## config.mk

```make
export PLATFORM = sky130hd
export DESIGN_NAME = cfg_regfile
export DESIGN_NICKNAME = d
export VERILOG_FILES = /design/src/rtl/cfg_regfile.sv
export SDC_FILE = /design/constraint.sdc
export NUM_CORES = 1
export LEC_CHECK = 0
export BUFFER_PORTS_ARGS = -buffer_cell sky130_fd_sc_hd__buf_4
export CORE_AREA = 4 4 342 344
export CTS_CLUSTER_DIAMETER = 40
export DETAILED_ROUTE_END_ITERATION = 6
export DIE_AREA = 0 0 346 348
export PLACE_DENSITY_LB_ADDON = 0.05
export SLEW_MARGIN = 10
export SYNTH_ARGS = -nofsm -noshare
export SYNTH_HDL_FRONTEND = slang
export SYNTH_SLANG_ARGS = --single-unit
```

## constraint.sdc

```tcl
create_clock -name axi_clk -period 4.45 [get_ports axi_clk]
set_input_delay 0.6675 -clock axi_clk [delete_from_list [all_inputs] [get_ports axi_clk]]
set_output_delay 0.6675 -clock axi_clk [all_outputs]
set_load 0.02 [all_outputs]
```

## src/rtl/cfg_regfile.sv

```systemverilog
// cfg_regfile: configuration register file with RW control registers,
// RO status registers, a W1C sticky event register and interrupt output.
// Optional macro CFG_SHADOW_EN: control writes land in shadow registers and
// take effect together on a write to COMMIT_ADDR.
module cfg_regfile #(
  parameter int unsigned CFG_DATA_WIDTH = 32,
  parameter int unsigned CFG_ADDR_WIDTH = 5,
  parameter int          NUM_RW         = 16,
  parameter int          NUM_RO         = 8
) (
  input  logic                             axi_clk,
  input  logic                             axi_rst_n,
  input  logic [CFG_DATA_WIDTH-1:0]        cfg_wr_data,
  input  logic [CFG_ADDR_WIDTH-1:0]        cfg_wr_addr,
  input  logic                             cfg_wr_en,
  input  logic [CFG_ADDR_WIDTH-1:0]        cfg_rd_addr,
  input  logic                             cfg_rd_en,
  output logic [CFG_DATA_WIDTH-1:0]        cfg_rd_data,
  output logic [NUM_RW*CFG_DATA_WIDTH-1:0] cfg_reg,
  output logic [NUM_RW-1:0]                cfg_reg_en,
  input  logic [NUM_RO*CFG_DATA_WIDTH-1:0] sts_in,
  input  logic [CFG_DATA_WIDTH-1:0]        evt_in,
  output logic                             irq
);

  localparam int unsigned W           = CFG_DATA_WIDTH;
  localparam int unsigned AW          = CFG_ADDR_WIDTH;
  localparam int          EVT_ADDR    = NUM_RW + NUM_RO;
  localparam int          COMMIT_ADDR = EVT_ADDR + 1;

  // Reject address maps that do not fit or have no control registers
  if ((longint'(NUM_RW) + longint'(NUM_RO) + 64'sd2 > (longint'(1) << AW)) ||
      (NUM_RW < 1) || (NUM_RO < 0)) begin : g_bad_params
    $error("cfg_regfile: illegal NUM_RW/NUM_RO/CFG_ADDR_WIDTH combination");
  end

  // Stored control values (the shadow copy when double-buffering)
  logic [W-1:0]      ctrl_q [NUM_RW];
  logic [W-1:0]      sticky_q;
  logic [NUM_RW-1:0] wr_sel_c;
  logic              wr_evt_c;
  logic [W-1:0]      rd_mux_c;

  // Write address decode
  always_comb begin
    wr_sel_c = '0;
    wr_evt_c = 1'b0;
    if (cfg_wr_en) begin
      for (int k = 0; k < NUM_RW; k++) begin
        if (cfg_wr_addr == AW'(k)) wr_sel_c[k] = 1'b1;
      end
      wr_evt_c = (cfg_wr_addr == AW'(EVT_ADDR));
    end
  end

  // Read mux over pre-write state; unmapped and commit addresses read as 0
  always_comb begin
    rd_mux_c = '0;
    for (int k = 0; k < NUM_RW; k++) begin
      if (cfg_rd_addr == AW'(k)) rd_mux_c = ctrl_q[k];
    end
    for (int j = 0; j < NUM_RO; j++) begin
      if (cfg_rd_addr == AW'(NUM_RW + j)) rd_mux_c = sts_in[j*W +: W];
    end
    if (cfg_rd_addr == AW'(EVT_ADDR)) rd_mux_c = sticky_q;
  end

  // Control storage, sticky events (set beats clear), read data and irq
  always_ff @(posedge axi_clk) begin
    if (!axi_rst_n) begin
      for (int k = 0; k < NUM_RW; k++) ctrl_q[k] <= '0;
      sticky_q    <= '0;
      cfg_rd_data <= '0;
      irq         <= 1'b0;
    end else begin
      for (int k = 0; k < NUM_RW; k++) begin
        if (wr_sel_c[k]) ctrl_q[k] <= cfg_wr_data;
      end
      sticky_q    <= (sticky_q & ~(wr_evt_c ? cfg_wr_data : W'(0))) | evt_in;
      cfg_rd_data <= cfg_rd_en ? rd_mux_c : W'(0);
      irq         <= |sticky_q;
    end
  end

`ifdef CFG_SHADOW_EN

  logic [W-1:0]      active_q [NUM_RW];
  logic [NUM_RW-1:0] dirty_q;
  logic              wr_commit_c;

  // Commit strobe decode
  always_comb begin
    wr_commit_c = cfg_wr_en && (cfg_wr_addr == AW'(COMMIT_ADDR));
  end

  // Commit copies every shadow, pulses only the registers written since
  always_ff @(posedge axi_clk) begin
    if (!axi_rst_n) begin
      for (int k = 0; k < NUM_RW; k++) active_q[k] <= '0;
      dirty_q    <= '0;
      cfg_reg_en <= '0;
    end else if (wr_commit_c) begin
      for (int k = 0; k < NUM_RW; k++) active_q[k] <= ctrl_q[k];
      dirty_q    <= '0;
      cfg_reg_en <= dirty_q;
    end else begin
      dirty_q    <= dirty_q | wr_sel_c;
      cfg_reg_en <= '0;
    end
  end

  for (genvar k = 0; k < NUM_RW; k++) begin : g_cfg_out
    assign cfg_reg[k*W +: W] = active_q[k];
  end

`else

  // Update pulse lines up with the first cycle the new value is visible
  always_ff @(posedge axi_clk) begin
    if (!axi_rst_n) begin
      cfg_reg_en <= '0;
    end else begin
      cfg_reg_en <= wr_sel_c;
    end
  end

  for (genvar k = 0; k < NUM_RW; k++) begin : g_cfg_out
    assign cfg_reg[k*W +: W] = ctrl_q[k];
  end

`endif

endmodule

```

==> results of run 1 <==
==> metrics by stage <==
step	utilization	power, uW
2_1_floorplan	-	7740
3_3_place_gp	0.315	9700
3_5_place_dp	0.315	9680
4_1_cts	0.351	18700
5_1_grt	0.351	19100
6_report	0.351	18700
==> per-layer routing <==
layer,GRT usage,vias up
met4,0.130,16
met3,0.0722,347
met1,0.457,14872
li1,-,11151
met5,0,-
met2,0.608,2012
==> worst max path at each step <==
stage              startpoint                    endpoint  cells past startpoint
2_1_floorplan       cfg_wr_en    ctrl_q[1][100]$_DFFE_PP_                      4
6_report       cfg_rd_addr[4]  cfg_rd_data[22]$_SDFF_PN0_                      8
3_5_place_dp   cfg_rd_addr[4]  cfg_rd_data[22]$_SDFF_PN0_                      8
5_1_grt        cfg_rd_addr[1]  cfg_rd_data[12]$_SDFF_PN0_                      9
4_1_cts        cfg_rd_addr[4]  cfg_rd_data[22]$_SDFF_PN0_                      8
3_3_place_gp   cfg_rd_addr[4]  cfg_rd_data[22]$_SDFF_PN0_                      8
==> power groups by stage <==
| stage | clock, uW | combinational, uW | sequential [uW] |
|---|---|---|---|
| 2_1_floorplan | 0 | 586 | 7150 |
| 3_3_place_gp | 0 | 2600 | 7100 |
| 3_5_place_dp | 0 | 2590 | 7090 |
| 4_1_cts | 9130 | 2600 | 6990 |
| 5_1_grt | 9420 | 2670 | 6990 |
| 6_report | 9100 | 2630 | 7000 |
==> kinds of logic after synthesis <==
group | after synthesis | share of synthesized area
AO/OA/AOI/OAI | 681 | 0.170
buffers and inverters | 234 | 0.0395
AND/OR/NAND/NOR | 896 | 0.146
multiplexers | 23 | 0.00897
flip-flops | 593 | 0.635
==> worst min-delay path: stages <==
cell and delay [ns]:
buf_4 0.08, a21oi_1 0.03, nor2_1 0.06
==> sequential cells by signal, summed over array words and instances, names as in the netlist <==
register,count
ctrl_q,512
cfg_rd_data,32
cfg_reg_en,16
sticky_q,32
irq,1
==> final cells by class <==
| type | instances | area (um2) |
|---|---|---|
| Antenna cell | 15 | 37.5 |
| Clock buffer | 133 | 3070 |
| Clock inverter | 95 | 982 |
| Fill cell | 11719 | 73900 |
| Inverter | 42 | 158 |
| Multi-Input combinational cell | 1600 | 8820 |
| Sequential cell | 593 | 17000 |
| Tap cell | 1512 | 1890 |
| Timing Repair Buffer | 1055 | 8030 |
==> cells in the mapped netlist, drive strengths merged, types with 5 or more instances <==
cell type | number | area share
a22o | 21 | 0.0069
o31ai | 5 | 0.0014
a21oi | 166 | 0.031
a2bb2oi | 7 | 0.0023
o211ai | 20 | 0.0056
and2 | 6 | 0.0014
nor2 | 503 | 0.073
a221oi | 30 | 0.0098
a211o | 6 | 0.0020
o21ai | 105 | 0.020
nor4 | 24 | 0.0062
dfxtp | 81 | 0.061
inv | 41 | 0.0057
nor3 | 47 | 0.011
a221o | 11 | 0.0041
nor2b | 20 | 0.0047
a32oi | 5 | 0.0016
clkbuf | 111 | 0.016
buf | 81 | 0.018
mux2i | 15 | 0.0056
o21a | 9 | 0.0025
o22ai | 88 | 0.021
nand3 | 30 | 0.0058
nand4 | 6 | 0.0014
a31oi | 14 | 0.0033
or2 | 5 | 0.0013
or3 | 8 | 0.0021
a22oi | 79 | 0.022
o221ai | 34 | 0.011
edfxtp | 512 | 0.57
nand2b | 13 | 0.0030
a211oi | 23 | 0.0066
nand2 | 210 | 0.030
mux2 | 8 | 0.0034
and3 | 5 | 0.0012
a222oi | 6 | 0.0022
a21o | 10 | 0.0028
a2111oi | 6 | 0.0020
==> results.yml, run 1 <==
finish:
  syn_to_final_growth_pct: 49.4
  finalNonFillerCells: 5045
  layout_commonest_cell: "buf_4"
  nets: 3746
  final_layout_size_suffix_gt1_frac: 0.377
  finalInstanceArea_mm2: 0.0400
  final_cell_mix: "1046 x buf_4, 512 x edfxtp_1, 488 x nor2_1"
run:
  cap_violations: 0
logic_synthesis:
  avgSynthCellArea_um2: 11.0
  synth_warnings: 0
  ys_seq_area_frac: 0.635
  synthCells: 2427
  synth_flop_cell: "edfxtp_1"
  synthArstFlopShare: 0
  synth_cell_type_count: 85
  ys_ff_latch: 593
  syn-cell-area_mm2: 0.0268
  synth_nets: 2761
  synth_edf_count: 512
clocking:
  clk_latency_ns: 0.72
  cts.reportedPaths.clkPinSlew_ns: 0.06
  ctsResizeCount: 0
  clock_path_buffers: 3
  cts_inserted_buffers: 120
  clkSinkCount: 593
  cts-root-buf: "clkbuf_16"
  postCtsSetupBuffers: 0
  cts_hold_buf: 0
  htreeDepth: 3
  cts_tree: "built"
worst_setup_path:
  r2r_cells: 6
  critPathMaxFanout: 42
  slowest_delay_ns: 0.93
  cp-end-kind: "flip-flop"
  path_buf_inv: 2
  r2r-end: "cfg_rd_data[22]$_SDFF_PN0_"
  path_cells: "buf_4, buf_4, nor4_4, a22oi_1, a211o_1, a2111oi_1, o2111ai_1, o21ai_0"
  r2r_setup_slack_ns: 1.56
  critPathKind: "input port to flip-flop"
  crit_slowest_cell: "nor4_4"
  worstPathRequired_ns: 5.02
  cp_top_family: "compound AO/OA/AOI/OAI gates"
  worstSetupStartpointType: "input port"
  critPathMostFrequentCell: "buf_4"
  crit_arrival_ns: 4.00
  r2r-start: "ctrl_q[0][246]$_SDFFCE_PN0P_"
routing:
  route.vias.total: 28398
  viasPerCell: 5.63
  ant_nets: 0
  routed-wl-met3_mm: 18.1
  wl_per_cell_um: 44.9
  wl_mm: 227
  drc: 0
  met1_length_mm: 90.1
  drt_iter0_drc: 3936
  dr.pass1.iters: 6
  dr.max_layer_used: "met5"
  wl_met2_mm: 109
status:
  outcome: "finished, final reports clean"
placed_design:
  dp_slack_ns: 0.417
  hpwl_mm: 181
  dpl_cell_area_mm2: 0.0359
  place_inst: 4802
  portBuffers: 894
  gp_congestion: 0.954
timing:
  rsz0062_at_grt: "no"
  fin_ws_ns: 1.01
  setup_viol: 0
  slew_headroom: 0.0883
  fin_crit_sh: 0.773
  period_needed_ns: 3.44
  hold_violations: 0
  worst_slew_pin_slew_ns: 1.36
  skew_ns: 0.0264
  drv_slew: 0
  fmax_mhz: 291
  whs_ns: 0.151
  setup-tns-final_ns: 0
power_and_ir_drop:
  p_int_uw: 13000
  p_per_area_mw_per_mm2: 468
  comb_power_share: 0.140
  p_sw_uw: 5690
  pwr-share-seq: 0.374
  swShare: 0.304
  clkPwrFrac: 0.486
  p_leak_uw: 0.0156
  ir_worst_vdd_v: 0.000306
hold_path:
  holdCritPathClass: "input port to flip-flop"
  hp-start: "evt_in[15]"
  hold_end: "sticky_q[15]$_SDFF_PN0_"
  hold_path_depth: 3
global_routing:
  grt_max_degree: 43
  grt_overflow: 0
  globalRouteTotalUtil: 0.359
  grt_pass1_vias: 27671
  grt_pass1_wl_mm: 290
  antenna_found_initial: 27
floorplan:
  start_util: 0.235
  rows: 124
  die_x_um: 346
  core_area_mm2: 0.114
  io_pins: 895
  die_h_um: 348
  dieArea_mm2: 0.120
No activity file was read; power rests on OpenSTA's default activity.
==> run 2: changes to the inputs <==
--- a/config.mk
+++ b/config.mk
@@ -6,10 +6,10 @@
 export NUM_CORES = 1
 export LEC_CHECK = 0
 export BUFFER_PORTS_ARGS = -buffer_cell sky130_fd_sc_hd__buf_4
-export CORE_AREA = 4 4 342 344
+export CORE_AREA = 4 4 349 351
 export CTS_CLUSTER_DIAMETER = 40
 export DETAILED_ROUTE_END_ITERATION = 6
-export DIE_AREA = 0 0 346 348
+export DIE_AREA = 0 0 353 355
 export PLACE_DENSITY_LB_ADDON = 0.05
 export SLEW_MARGIN = 10
 export SYNTH_ARGS = -nofsm -noshare
==> constraint.sdc (replaced) <==
create_clock -name axi_clk -period 2.9 [get_ports axi_clk]
set_input_delay 0.435 -clock axi_clk [delete_from_list [all_inputs] [get_ports axi_clk]]
set_output_delay 0.435 -clock axi_clk [all_outputs]
set_load 0.02 [all_outputs]
==> results.yml, run 2 (synthesis results as in run 1) <==
status:
  outcome: "finished, final reports clean"
global_routing:
  grt_max_degree: 44
  grt_overflow: 0
  grt_pass1_wl_mm: 282
  grt_pass1_vias: 28389
  antenna_found_initial: 14
  globalRouteTotalUtil: 0.335
worst_setup_path:
  path_cells: "buf_4, buf_12, nand2b_1, nor2_1, o21ai_0, nand2_1, a21oi_1, o311ai_0, a21oi_1"
  critPathMostFrequentCell: "a21oi_1"
  critPathKind: "input port to flip-flop"
  crit_slowest_cell: "o311ai_0"
  cp_top_family: "compound AO/OA/AOI/OAI gates"
  crit_arrival_ns: 3.23
  worstSetupStartpointType: "input port"
  path_buf_inv: 2
  worstPathRequired_ns: 3.46
  critPathMaxFanout: 28
  slowest_delay_ns: 0.93
  cp-end-kind: "flip-flop"
power_and_ir_drop:
  p_per_area_mw_per_mm2: 702
  p_leak_uw: 0.0170
  ir_worst_vdd_v: 0.000473
run:
  cap_violations: 0
finish:
  seq_area_mm2: 0.0170
  final_util: 0.358
  largest_register: "ctrl_q"
  largest_register_ffs: 512
  final_cell_mix: "1181 x buf_4, 512 x edfxtp_1, 488 x nor2_1"
  reg.largest.list: "ctrl_q (512), cfg_rd_data (32), sticky_q (32)"
  nets: 3957
  finalNonFillerCells: 5283
  syn_to_final_growth_pct: 59.0
  layout_commonest_cell: "buf_4"
  nFillCells: 12071
  multi_input_area_mm2: 0.00882
  final_layout_size_suffix_gt1_frac: 0.406
routing:
  drc: 0
  route.vias.total: 28818
  wl_per_cell_um: 41.6
  ant_nets: 0
  dr.pass1.iters: 6
  wl_mm: 220
  drt_iter0_drc: 3670
  viasPerCell: 5.45
placed_design:
  hpwl_mm: 176
  place_inst: 5016
  gp_congestion: 0.972
  portBuffers: 894
clocking:
  clock_path_buffers: 3
  cts_inserted_buffers: 117
  clk_latency_ns: 0.74
  cts.reportedPaths.clkPinSlew_ns: 0.06
  htreeDepth: 3
  clkSinkCount: 593
  cts-root-buf: "clkbuf_16"
  postCtsSetupBuffers: 0
  cts_tree: "built"
floorplan:
  rows: 127
  core_area_mm2: 0.119
  dieArea_mm2: 0.125
  die_x_um: 353
  start_util: 0.225
  io_pins: 895
  die_h_um: 355
timing:
  rsz0062_at_grt: "no"
  fin_crit_sh: 0.922
  skew_ns: 0.0383
  hold_violations: 0
  drv_slew: 0
  slew_headroom: 0.303
  period_needed_ns: 2.67
  setup_viol: 0
  worst_slew_pin_slew_ns: 1.03
  fmax_mhz: 374
  whs_ns: 0.0400
hold_path:
  holdCritPathClass: "input port to flip-flop"
==> run 2: final cells by class <==
type | count | share of cell area
Antenna cell | 7 | 0.000411
Sequential cell | 593 | 0.399
Timing Repair Buffer | 1269 | 0.241
Clock inverter | 106 | 0.0339
Multi-Input combinational cell | 1600 | 0.207
Tap cell | 1548 | 0.0455
Clock buffer | 118 | 0.0689
Inverter | 42 | 0.00370
==> run 2: path summary, 6_finish.rpt <==
kind / startpoint / endpoint / slack (ns) / cells after the start
worst max-delay path: cfg_rd_addr[2] / cfg_rd_data[7]$_SDFF_PN0_ / 0.23 / 9
worst min-delay path: cfg_wr_data[2] / sticky_q[2]$_SDFF_PN0_ / 0.04 / 4
worst max register to register: ctrl_q[0][92]$_SDFFCE_PN0P_ / cfg_rd_data[28]$_SDFF_PN0_ / 0.33 / 7
worst min register to register: sticky_q[26]$_SDFF_PN0_ / sticky_q[26]$_SDFF_PN0_ / 0.52 / 2
==> run 2: what timing repair did <==
| item | in CTS | in global routing |
|---|---|---|
| hold buffers | 36 | 0 |
| hold endpoints to repair | 31 | 0 |
| resized for setup | 0 | 0 |
| setup endpoints to repair | 0 | 0 |
==> run 2: worst register-to-register path, cell delays in order (launching register included) <==
cell and delay, ns:
edfxtp_1 0.50, nor3_1 0.23, a2111oi_0 0.11, o32ai_1 0.46, a21oi_1 0.13, buf_4 0.19
o21ai_0 0.59, a21oi_1 0.19
==> run 2: per-layer routing <==
layer,part of all wire,track usage
met1,0.39,0.418
met2,0.48,0.561
met3,0.084,0.0750
met4,0.046,0.140
met5,0.00012,0
==> run 2: report_power, final <==
group	leakage [uW]	internal [uW]	switching [uW]
sequential	0.00557	9880	769
clock	0.00206	9360	5570
combinational	0.00935	1580	2720
total	0.0170	20800	9070
==> run 2: metrics by stage <==
stage               worst slack (ns)  instance area (um2)  total power [uW]  setup TNS, ns
global route                   0.215                42600             30600              0
floorplan                     -0.822                26800             11900         -52.61
CTS                            0.418                42600             29900              0
detailed placement            -0.308                37800             15000          -1.82
finish                         0.225                42600             29900              0
global placement              -0.291                37800             15000          -1.39
